==> src/rtl/sc_gameflow_fsm_if.sv <==
// sc_gameflow_fsm_if: button/event inputs and playfield control outputs of the game-flow controller
interface sc_gameflow_fsm_if #(
  parameter int LIVES_W = 2,
  parameter int LEVEL_W = 2
);
  logic               SC_GAMEFLOW_startButton_InLow;
  logic               SC_GAMEFLOW_pauseButton_InLow;
  logic               SC_GAMEFLOW_collision_InHigh;
  logic               SC_GAMEFLOW_goal_InHigh;
  logic               SC_GAMEFLOW_clear_OutLow;
  logic               SC_GAMEFLOW_enable_OutHigh;
  logic               SC_GAMEFLOW_respawn_OutHigh;
  logic               SC_GAMEFLOW_gameOver_OutHigh;
  logic               SC_GAMEFLOW_win_OutHigh;
  logic [LIVES_W-1:0] SC_GAMEFLOW_lives_Out;
  logic [LEVEL_W-1:0] SC_GAMEFLOW_level_Out;
  modport slave (
    input  SC_GAMEFLOW_startButton_InLow, SC_GAMEFLOW_pauseButton_InLow,
           SC_GAMEFLOW_collision_InHigh, SC_GAMEFLOW_goal_InHigh,
    output SC_GAMEFLOW_clear_OutLow, SC_GAMEFLOW_enable_OutHigh, SC_GAMEFLOW_respawn_OutHigh,
           SC_GAMEFLOW_gameOver_OutHigh, SC_GAMEFLOW_win_OutHigh,
           SC_GAMEFLOW_lives_Out, SC_GAMEFLOW_level_Out
  );
  modport master (
    output SC_GAMEFLOW_startButton_InLow, SC_GAMEFLOW_pauseButton_InLow,
           SC_GAMEFLOW_collision_InHigh, SC_GAMEFLOW_goal_InHigh,
    input  SC_GAMEFLOW_clear_OutLow, SC_GAMEFLOW_enable_OutHigh, SC_GAMEFLOW_respawn_OutHigh,
           SC_GAMEFLOW_gameOver_OutHigh, SC_GAMEFLOW_win_OutHigh,
           SC_GAMEFLOW_lives_Out, SC_GAMEFLOW_level_Out
  );
endinterface

==> src/rtl/sc_gameflow_fsm.sv <==
// sc_gameflow_fsm: Frogger game-flow controller sequencing play, pause, death, level-up, game-over and win
module sc_gameflow_fsm #(
  parameter int LIVES        = 3,
  parameter int LEVELS       = 4,
  parameter int PAUSE_CYCLES = 50000000,
  parameter int LIVES_W      = $clog2(LIVES + 1),
  parameter int LEVEL_W      = (LEVELS > 1) ? $clog2(LEVELS) : 1
) (
  input logic              SC_GAMEFLOW_CLOCK_50,
  input logic              SC_GAMEFLOW_RESET_InHigh,
  sc_gameflow_fsm_if.slave bus
);
  localparam int TIMER_W = $clog2(PAUSE_CYCLES + 1);
  typedef enum logic [3:0] {
    S_RESET    = 4'd0,
    S_IDLE     = 4'd1,
    S_START    = 4'd2,
    S_PLAY     = 4'd3,
    S_PAUSED   = 4'd4,
    S_HIT      = 4'd5,
    S_LEVELUP  = 4'd6,
    S_GAMEOVER = 4'd7,
    S_WIN      = 4'd8
  } state_t;
  state_t             r_state;
  logic [LIVES_W-1:0] r_lives;
  logic [LEVEL_W-1:0] r_level;
  logic [TIMER_W-1:0] r_timer;
  logic               r_start_prev;
  logic               r_pause_prev;
  logic               w_start_press;
  logic               w_pause_press;
  logic               w_hold_done;
  logic               w_holding;
  assign w_start_press = r_start_prev & ~bus.SC_GAMEFLOW_startButton_InLow;
  assign w_pause_press = r_pause_prev & ~bus.SC_GAMEFLOW_pauseButton_InLow;
  assign w_hold_done   = r_timer == TIMER_W'(PAUSE_CYCLES - 1);
  assign w_holding     = (r_state == S_HIT) || (r_state == S_LEVELUP);
  // Phase sequencing, lives/level bookkeeping, hold timer and button edge history
  always_ff @(posedge SC_GAMEFLOW_CLOCK_50 or posedge SC_GAMEFLOW_RESET_InHigh) begin
    if (SC_GAMEFLOW_RESET_InHigh) begin
      r_state      <= S_RESET;
      r_lives      <= LIVES_W'(LIVES);
      r_level      <= '0;
      r_timer      <= '0;
      r_start_prev <= 1'b1;
      r_pause_prev <= 1'b1;
    end else begin
      r_start_prev <= bus.SC_GAMEFLOW_startButton_InLow;
      r_pause_prev <= bus.SC_GAMEFLOW_pauseButton_InLow;
      case (r_state)
        S_RESET: r_state <= S_IDLE;
        S_IDLE: if (w_start_press) r_state <= S_START;
        S_START: begin
          r_lives <= LIVES_W'(LIVES);
          r_level <= '0;
          r_timer <= '0;
          r_state <= S_PLAY;
        end
        S_PLAY: begin
          if (bus.SC_GAMEFLOW_collision_InHigh) begin
            r_lives <= r_lives - LIVES_W'(1);
            r_state <= (r_lives == LIVES_W'(1)) ? S_GAMEOVER : S_HIT;
          end else if (bus.SC_GAMEFLOW_goal_InHigh) begin
            if (r_level == LEVEL_W'(LEVELS - 1)) r_state <= S_WIN;
            else begin
              r_level <= r_level + LEVEL_W'(1);
              r_state <= S_LEVELUP;
            end
          end else if (w_pause_press) r_state <= S_PAUSED;
        end
        S_PAUSED: if (w_pause_press) r_state <= S_PLAY;
        S_HIT, S_LEVELUP: begin
          r_timer <= w_hold_done ? '0 : r_timer + TIMER_W'(1);
          if (w_hold_done) r_state <= S_PLAY;
        end
        S_GAMEOVER, S_WIN: if (w_start_press) r_state <= S_START;
        default: r_state <= S_RESET;
      endcase
    end
  end
  assign bus.SC_GAMEFLOW_clear_OutLow     = (r_state != S_RESET) && (r_state != S_START);
  assign bus.SC_GAMEFLOW_enable_OutHigh   = r_state == S_PLAY;
  assign bus.SC_GAMEFLOW_respawn_OutHigh  = w_holding && w_hold_done;
  assign bus.SC_GAMEFLOW_gameOver_OutHigh = r_state == S_GAMEOVER;
  assign bus.SC_GAMEFLOW_win_OutHigh      = r_state == S_WIN;
  assign bus.SC_GAMEFLOW_lives_Out        = r_lives;
  assign bus.SC_GAMEFLOW_level_Out        = r_level;
endmodule

==> src/flat_wrapper.sv <==
// flat-port wrapper written by rule: the top's interface ports become plain ports
module sc_gameflow_fsm_flat 
#(
  parameter int LIVES        = 3,
  parameter int LEVELS       = 4,
  parameter int PAUSE_CYCLES = 50000000,
  parameter int LIVES_W      = $clog2(LIVES + 1),
  parameter int LEVEL_W      = (LEVELS > 1) ? $clog2(LEVELS) : 1
)
  (SC_GAMEFLOW_CLOCK_50, SC_GAMEFLOW_RESET_InHigh, bus_SC_GAMEFLOW_startButton_InLow, bus_SC_GAMEFLOW_pauseButton_InLow, bus_SC_GAMEFLOW_collision_InHigh, bus_SC_GAMEFLOW_goal_InHigh, bus_SC_GAMEFLOW_clear_OutLow, bus_SC_GAMEFLOW_enable_OutHigh, bus_SC_GAMEFLOW_respawn_OutHigh, bus_SC_GAMEFLOW_gameOver_OutHigh, bus_SC_GAMEFLOW_win_OutHigh, bus_SC_GAMEFLOW_lives_Out, bus_SC_GAMEFLOW_level_Out);
  sc_gameflow_fsm_if #(.LIVES_W(LIVES_W), .LEVEL_W(LEVEL_W)) bus_i ();
  input logic SC_GAMEFLOW_CLOCK_50;
  input logic SC_GAMEFLOW_RESET_InHigh;
  input wire logic [$bits(bus_i.SC_GAMEFLOW_startButton_InLow)-1:0] bus_SC_GAMEFLOW_startButton_InLow;
  input wire logic [$bits(bus_i.SC_GAMEFLOW_pauseButton_InLow)-1:0] bus_SC_GAMEFLOW_pauseButton_InLow;
  input wire logic [$bits(bus_i.SC_GAMEFLOW_collision_InHigh)-1:0] bus_SC_GAMEFLOW_collision_InHigh;
  input wire logic [$bits(bus_i.SC_GAMEFLOW_goal_InHigh)-1:0] bus_SC_GAMEFLOW_goal_InHigh;
  output wire logic [$bits(bus_i.SC_GAMEFLOW_clear_OutLow)-1:0] bus_SC_GAMEFLOW_clear_OutLow;
  output wire logic [$bits(bus_i.SC_GAMEFLOW_enable_OutHigh)-1:0] bus_SC_GAMEFLOW_enable_OutHigh;
  output wire logic [$bits(bus_i.SC_GAMEFLOW_respawn_OutHigh)-1:0] bus_SC_GAMEFLOW_respawn_OutHigh;
  output wire logic [$bits(bus_i.SC_GAMEFLOW_gameOver_OutHigh)-1:0] bus_SC_GAMEFLOW_gameOver_OutHigh;
  output wire logic [$bits(bus_i.SC_GAMEFLOW_win_OutHigh)-1:0] bus_SC_GAMEFLOW_win_OutHigh;
  output wire logic [$bits(bus_i.SC_GAMEFLOW_lives_Out)-1:0] bus_SC_GAMEFLOW_lives_Out;
  output wire logic [$bits(bus_i.SC_GAMEFLOW_level_Out)-1:0] bus_SC_GAMEFLOW_level_Out;
  assign bus_i.SC_GAMEFLOW_startButton_InLow = bus_SC_GAMEFLOW_startButton_InLow;
  assign bus_i.SC_GAMEFLOW_pauseButton_InLow = bus_SC_GAMEFLOW_pauseButton_InLow;
  assign bus_i.SC_GAMEFLOW_collision_InHigh = bus_SC_GAMEFLOW_collision_InHigh;
  assign bus_i.SC_GAMEFLOW_goal_InHigh = bus_SC_GAMEFLOW_goal_InHigh;
  assign bus_SC_GAMEFLOW_clear_OutLow = bus_i.SC_GAMEFLOW_clear_OutLow;
  assign bus_SC_GAMEFLOW_enable_OutHigh = bus_i.SC_GAMEFLOW_enable_OutHigh;
  assign bus_SC_GAMEFLOW_respawn_OutHigh = bus_i.SC_GAMEFLOW_respawn_OutHigh;
  assign bus_SC_GAMEFLOW_gameOver_OutHigh = bus_i.SC_GAMEFLOW_gameOver_OutHigh;
  assign bus_SC_GAMEFLOW_win_OutHigh = bus_i.SC_GAMEFLOW_win_OutHigh;
  assign bus_SC_GAMEFLOW_lives_Out = bus_i.SC_GAMEFLOW_lives_Out;
  assign bus_SC_GAMEFLOW_level_Out = bus_i.SC_GAMEFLOW_level_Out;
  sc_gameflow_fsm #(.LIVES(LIVES), .LEVELS(LEVELS), .PAUSE_CYCLES(PAUSE_CYCLES), .LIVES_W(LIVES_W), .LEVEL_W(LEVEL_W)) u_core (.SC_GAMEFLOW_CLOCK_50(SC_GAMEFLOW_CLOCK_50), .SC_GAMEFLOW_RESET_InHigh(SC_GAMEFLOW_RESET_InHigh), .bus(bus_i));
endmodule
==> config.mk <==
export PLATFORM = sky130hd
export DESIGN_NAME = sc_gameflow_fsm_flat
export DESIGN_NICKNAME = d
export VERILOG_FILES = /design/src/rtl/sc_gameflow_fsm_if.sv /design/src/rtl/sc_gameflow_fsm.sv /design/src/flat_wrapper.sv
export SDC_FILE = /design/constraint.sdc
export NUM_CORES = 1
export LEC_CHECK = 0
export BUFFER_PORTS_ARGS = -buffer_cell sky130_fd_sc_hd__buf_4
export CAP_MARGIN = 10
export CORE_ASPECT_RATIO = 0.75
export CORE_MARGIN = 1.5
export CORE_UTILIZATION = 45
export CTS_BUF_LIST = sky130_fd_sc_hd__clkbuf_8
export CTS_CLUSTER_DIAMETER = 120
export CTS_CLUSTER_SIZE = 12
export DETAILED_ROUTE_END_ITERATION = 10
export SLEW_MARGIN = 20
export SYNTH_ARGS = -nofsm -noshare
export SYNTH_HDL_FRONTEND = slang
export SYNTH_SLANG_ARGS = --single-unit
==> constraint.sdc <==
create_clock -name SC_GAMEFLOW_CLOCK_50 -period 2.2 [get_ports SC_GAMEFLOW_CLOCK_50]
set_input_delay 0.11 -clock SC_GAMEFLOW_CLOCK_50 [delete_from_list [all_inputs] [get_ports SC_GAMEFLOW_CLOCK_50]]
set_output_delay 0.11 -clock SC_GAMEFLOW_CLOCK_50 [all_outputs]
set_load 0.01 [all_outputs]
==> results.md, run 1 <==
- Leakage: 1.117 nW
- Largest net degree at the start of global routing: 37
- RSZ-0062 raised after global routing: yes
- Cell Area, Synth: 2236 sq um
- Tcrit/Tclk final: 93.87%
- Gr usage total: 21.70%
- Sw Ratio: 38.26%
- Die Wd: 84.40 um
- Area grow syn2layout: 17.46%
- Core area: 4624 sq um
- DR iter-0 viols: 181
- Most Used Layer, Global Route: met1
- Row count: 21
- Distinct cells, synth: 60
- Post-synth EDFFs: 0
- Worst IR Drop VDD: 0.0006279 V
- Post-route ant nets: 0
- Antenna diodes: 0
- Root buf cell: clkbuf_8
- Final Hold Fails: 0
- Slew Viols, Final: 0
- Ys flop type: dfrtp_1
- Post-synthesis cell count: 242
- Synth warnings: 0
- Seq/Total Area, Yosys: 40.51%
- Die footprint: 5405 sq um
- Status: completed
- Peak Freq: 484.2 MHz
- Postcts setup bufs: 0
- Gr ovfl total: 0
- First-pass GRT wire length: 9259 um
- Pwr dens: 1011 nW/um^2
- Yosys top cell by area: dfrtp_1
- Number of max-cap violations: 0
- Via count: 1972
- Area contributors post-synth: dfrtp_1 36%, a31oi_1 5.0%, dfstp_2 4.7%
- Final Util: 56.79%
- Met3 usage in global routing: 4.393%
- Flop pwr share: 32.4%
- Clock share of power: 21.7%
- Register area: 907.1 sq um
- Met2 GRT Util: 28.10%
- Post-DP Area: 2472 sq um
- HPWL Detailed: 3838 um
- WHS: 194.6 ps
- Sw Pwr: 1.015 mW
- Fillers: 398
- CTS buffer count: 5
- Worst-Skew Late Latency: 280 ps
- Minimum setup slack after placement: 174.2 ps
- Min cycle time layout: 2065 ps
- H-tree Lvls: 2
- Post-layout net count: 284
- Tot Pwr: 2.654 mW
- Clock buffer depth: 2
- Startpoint types: register
- Gpl congestion: 0.8684
- Crit path DAT: 2240 ps
- P_int: 1.638 mW
- Worst Tran Pin Value: 602.3 ps
- Multi-input combinational cell area: 1195 sq um
- Initial Util: 48.35%
- Worst Path Required: 2380 ps
- Top-area cell type share of the netlist area: 35.81%
- Critical path capture point type: register
- Clk slew on worst S/H paths: 80 ps
- I/O pin cnt: 15
- Slew HR: 59.58%
- Finish-stage setup viols: 0
- Final instance area: 2626 sq um
- Clk_skew: 8.480 ps
- Initial antenna violation count: 0
- CTS sink count: 36
- Port Buf Inserts: 14
- Final Non-Filler Cells: 333
- Via count of the first global-routing pass: 1822
- Hold crit path type: in -> reg
- Fin worst setup slack: 134.9 ps
- FF+latch count, synth: 36
- Vias per inst: 5.922
- Inst Count DP: 322
- Hold path depth: 3
- Crit Path Max Fanout: 7
- Setup TNS Final: 0 ps
- Global Route met1 Usage: 35.38%
- CTS tree: built
- Comb power frac: 45.9%
- Syn avg cell area: 9.239 sq um
- Die height: 64.05 um
- Wirelength per Cell: 15.97 um
- Mapped Nets: 251
- R2R cell count: 6
- Initial DRT Pass Iterations: 5
- Total Routed Length: 5317 um
- Kind of critical path: reg -> reg
- # DRC: 0
- Async set-reset flop share out of synthesis: 100.0%
- Share of layout cells above drive strength 1: 24.28%
## routing by layer
| layer | vias to the layer above | wire length [um] |
|---|---|---|
| met2 | 53 | 2037 |
| met4 | 0 | 28 |
| li1 | 983 | - |
| met5 | - | 0 |
| met3 | 2 | 237 |
| met1 | 934 | 3013 |
## layout by cell type, fill, tap and decap left out, types with 3 or more instances in the layout
cell and count:
dfstp_2 4, a41oi_1 4, ha_1 3, clkbuf_8 5, and3_1 4, a211o_1 3, nor4_2 3, o22ai_1 3
a31oi_1 18, o21ai_0 7, and2_1 3, dfrtp_1 31, mux2_2 3, a21oi_1 15, dlygate4sd3_1 3, nand2_1 20
nor4_1 6, nor2_1 13, nand3_1 13, inv_1 11, nor3_1 4, nand4_1 6, nand2b_1 11, buf_4 36
o21ai_1 3
## worst paths after layout
path	from	slack [ps]	endpoint
hold / removal	bus_SC_GAMEFLOW_collision_InHigh	190	u_core.bus.SC_GAMEFLOW_lives_Out[1]$_DFFE_PP1P_
setup reg to reg	u_core.r_timer[0]$_DFFE_PP0P_	130	u_core.r_timer[12]$_DFFE_PP0P_
min in group asynchronous	SC_GAMEFLOW_RESET_InHigh	490	u_core.r_timer[4]$_DFFE_PP0P_
max in group asynchronous	SC_GAMEFLOW_RESET_InHigh	1380	u_core.r_pause_prev$_DFF_PP1_
hold reg to reg	u_core.r_timer[25]$_DFFE_PP0P_	470	u_core.r_timer[25]$_DFFE_PP0P_
setup / recovery	u_core.r_timer[0]$_DFFE_PP0P_	130	u_core.r_timer[12]$_DFFE_PP0P_
## power groups by stage
stage | sequential (mW) | clock, mW | combinational, mW
CTS | 0.855 | 0.588 | 1.21
global placement | 0.865 | 0 | 1.19
finish | 0.859 | 0.576 | 1.22
floorplan | 0.837 | 0 | 0.906
detailed placement | 0.868 | 0 | 1.19
global route | 0.871 | 0.616 | 1.34
## repair_timing
item	CTS	global route
setup endpoints to repair	0	3
hold buffers	3	0
resized for setup	0	3
hold endpoints to repair	34	0
## critical path, stage by stage, from the launching register on
cell and delay, ps:
dfrtp_1 420, ha_1 260, nand3_2 210, nor3_1 450, nand3_1 150, and3_1 210
a211o_1 260
## state kept, by name (all words and copies together), names as in the netlist
register	cells
u_core.r_timer	26
u_core.bus.SC_GAMEFLOW_lives_Out	2
u_core.r_start_prev	1
u_core.r_state	4
u_core.r_pause_prev	1
u_core.bus.SC_GAMEFLOW_level_Out	2
## layout make-up
cell class                 count  share of cell area (%)
clock buffer                   5                   2.620
timing repair buffer          39                   11.43
tap                           57                   2.716
inverter                      11                   1.572
clock inverter                 3                   1.620
sequential                    36                   34.54
multi-input combinational    182                   45.50
## cells in the mapped netlist (4+ instances only)
cell / count
a21oi_1: 15
inv_1: 11
dfrtp_1: 32
nor2_1: 13
nand2b_1: 11
o21ai_0: 7
and3_1: 4
buf_4: 6
nor4_1: 7
dfstp_2: 4
a41oi_1: 4
nand3_1: 13
nand4_1: 6
a31oi_1: 18
buf_6: 4
nor3_1: 4
nand2_1: 20
## logic make-up (layout without fill, tap and decap cells)
| kind of cell | after synthesis | in the layout | share of synthesized area, % |
|---|---|---|---|
| buffers and inverters | 24 | 58 | 6.547 |
| flip-flops | 36 | 36 | 40.51 |
| XOR/XNOR | 1 | 1 | 0.3918 |
| AND/OR/NAND/NOR | 103 | 103 | 27.03 |
| AO/OA/AOI/OAI | 71 | 71 | 21.88 |
| multiplexers | 4 | 4 | 1.959 |
| adder cells (fa/ha/maj) | 3 | 3 | 1.679 |
No activity file was read; power rests on OpenSTA's default activity.
==> run 2: changes to the inputs <==
CORE_UTILIZATION = 60   (was 45)
PLACE_DENSITY = 0.79   (was unset)
==> results.md, run 2 (synthesis gave the netlist of run 1 again) <==
- Initial Util: 65.31% (+17 points)
- RR Endpoint: u_core.r_timer[18]$_DFFE_PP0P_
- CP Depth: 7 (+1)
- Biggest register: u_core.r_timer
- Root buf cell: clkbuf_8
- Gr usage total: 27.85% (+6.2 points)
- Die height: 55.87 um (-13%)
- Min cycle time layout: 2043 ps (-22.08 ps)
- Startpoint types: register
- Worst IR Drop VDD: 0.0006362 V (+1.3%)
- CTS tree: built
- Post-route ant nets: 0 (unchanged)
- Critical path capture point type: register
- R2R setup slack: 160 ps (+20 ps)
- Die footprint: 4106 sq um (-24%)
- Worst Path Required: 2370 ps (about the same)
- H-tree Lvls: 2 (unchanged)
- Status: completed
- Hold crit path type: in -> reg
- Share of layout cells above drive strength 1: 21.64% (-2.6 points)
- Final Hold Fails: 0 (unchanged)
- Largest regs: u_core.r_timer: 26 flops, u_core.r_state: 4 flops
- Finish-stage setup viols: 0 (unchanged)
- Most frequent cells in the layout: 32 x dfrtp_1, 27 x buf_4, 20 x nand2_1
- Via count: 2034 (+3.1%)
- Post-layout net count: 276 (-2.8%)
- Via count of the first global-routing pass: 1811 (-0.60%)
- Leakage: 1.080 nW (-3.2%)
- Flip-flop count of the largest register after layout: 26 (unchanged)
- R2R cell count: 7 (+1)
- Pwr dens: 991.3 nW/um^2 (-1.9%)
- Vias per inst: 6.396 (+8.0%)
- Port Buf Inserts: 14 (unchanged)
- Register area: 905.9 sq um (-0.14%)
- Slowest CP cell: dfrtp_1
- Core area: 3423 sq um (-26%)
- Number of max-cap violations: 0 (unchanged)
- Worst Tran Pin Value: 580.1 ps (-22.17 ps)
- # DRC: 0 (unchanged)
- Peak Freq: 489.5 MHz (+1.1%)
- Clk_skew: 3.343 ps (-5.137 ps)
- Gpl congestion: 0.8937 (+2.9%)
- DR iter-0 viols: 251 (+39%)
- Slew Viols, Final: 0 (unchanged)
- Initial DRT Pass Iterations: 5 (unchanged)
- I/O pin cnt: 15 (unchanged)
- Initial antenna violation count: 0 (unchanged)
- CP bufs+invs: 1 (+1)
- Crit Reg-Reg Startpoint: u_core.r_timer[0]$_DFFE_PP0P_
- First-pass GRT wire length: 8769 um (-5.3%)
- Setup TNS Final: 0 ps (unchanged)
- Wirelength per Cell: 16.64 um (+4.2%)
- Top delay family on crit path: simple AND/OR/NAND/NOR gates
- Kind of critical path: reg -> reg
- Gr ovfl total: 0 (unchanged)
- Crit Path Max Fanout: 30 (+23)
- Commonest non-fill, non-tap cell in the layout: dfrtp_1
- Crit path DAT: 2220 ps (-20 ps)
- Fillers: 258 (-35%)
- Hold path depth: 3 (unchanged)
- Area grow syn2layout: 13.54%
- Clk slew on worst S/H paths: 70 ps (about the same)
- Multi-input combinational cell area: 1184 sq um (-0.94%)
- Hold path start: bus_SC_GAMEFLOW_collision_InHigh
- CTS buffer count: 5 (unchanged)
- Clock buffer depth: 2 (unchanged)
- Worst-Skew Late Latency: 290 ps (about the same)
- Total Routed Length: 5290 um (-0.51%)
- RSZ-0062 raised after global routing: no
- Largest net degree at the start of global routing: 37 (unchanged)
- Antenna diodes: 0 (unchanged)
- Worst path max stage delay: 360 ps (-90 ps)
- CTS sink count: 36 (unchanged)
- Crit-path cells: ha_1 > nand3_2 > nor2_2 > a31oi_4 > buf_12 > and3_1 > a221o_1
- HPWL Detailed: 3724 um (-3.0%)
- Tot Pwr: 2.517 mW (-5.2%)
- Hold EP: u_core.bus.SC_GAMEFLOW_lives_Out[1]$_DFFE_PP1P_
- Die Wd: 73.49 um (-13%)
- Slew HR: 61.18% (+1.6 points)
- Row count: 18 (-14%)
- Tcrit/Tclk final: 92.86% (-1.0 points)
[run 2: worst max-delay path by stage]
stage | slack [ps] | startpoint | endpoint
6_report | 160 | u_core.r_timer[0]$_DFFE_PP0P_ | u_core.r_timer[18]$_DFFE_PP0P_
5_1_grt | 40 | u_core.r_state[0]$_DFFE_PP0P_ | u_core.r_timer[7]$_DFFE_PP0P_
4_1_cts | 150 | u_core.r_timer[0]$_DFFE_PP0P_ | u_core.r_state[1]$_DFFE_PP0P_
3_5_place_dp | 170 | u_core.r_timer[0]$_DFFE_PP0P_ | u_core.r_state[1]$_DFFE_PP0P_
3_3_place_gp | 240 | u_core.r_timer[0]$_DFFE_PP0P_ | u_core.r_state[1]$_DFFE_PP0P_
2_1_floorplan | 360 | u_core.r_state[0]$_DFFE_PP0P_ | u_core.r_timer[18]$_DFFE_PP0P_
[run 2: area by class of cell]
type | count | area share [%]
inverter | 11 | 1.626
clock inverter | 2 | 0.3943
sequential | 36 | 35.68
tap | 50 | 2.464
timing repair buffer | 31 | 9.956
multi-input combinational | 182 | 46.62
clock buffer | 6 | 3.253
[run 2: timing repair]
action / in CTS / in global routing
buffers inserted: 0 / 0
endpoints found under the hold margin: 34 / 0
endpoints found under the setup margin: 0 / 1
resized for setup: 0 / 1
hold buffers: 3 / 0
[run 2: through the flow]
| stage | std cells | instance area (sq um) | setup WS [ps] | utilization (%) | hold slack (ps) |
|---|---|---|---|---|---|
| floorplan | 242 | 2236 | 362.7 | - | 114.5 |
| global placement | 307 | 2416 | 243.8 | 70.58 | 228.1 |
| detailed placement | 307 | 2416 | 165.2 | 70.58 | 229.1 |
| CTS | 318 | 2539 | 154.8 | 74.16 | 177.0 |
| global route | 318 | 2539 | 36.64 | 74.16 | 228.9 |
| finish | 318 | 2539 | 157.0 | 74.16 | 184.7 |
[run 2: layer usage]
metal  global-route usage (%)  routed length (um)  vias up
li1                         -                   -      964
met1                    44.53                2616      971
met2                    36.42                2204       91
met3                    7.790                 416        8
met4                    6.878                  53        0
met5                        0                   0        -
[run 2: worst register-to-register path, stage by stage (launching register included)]
cell and delay (ps):
dfrtp_1 360, ha_1 230, nand3_2 190, nor2_2 290, a31oi_4 210, buf_12 210, and3_1 180, a221o_1 260
[run 2: where the power goes]
part	leakage (nW)	internal (mW)	switching [mW]	total [mW]
Combinational	0.549	0.516	0.635	1.15
Sequential	0.480	0.747	0.128	0.876
Clock	0.0510	0.250	0.240	0.490
Total	1.08	1.51	1.00	2.52
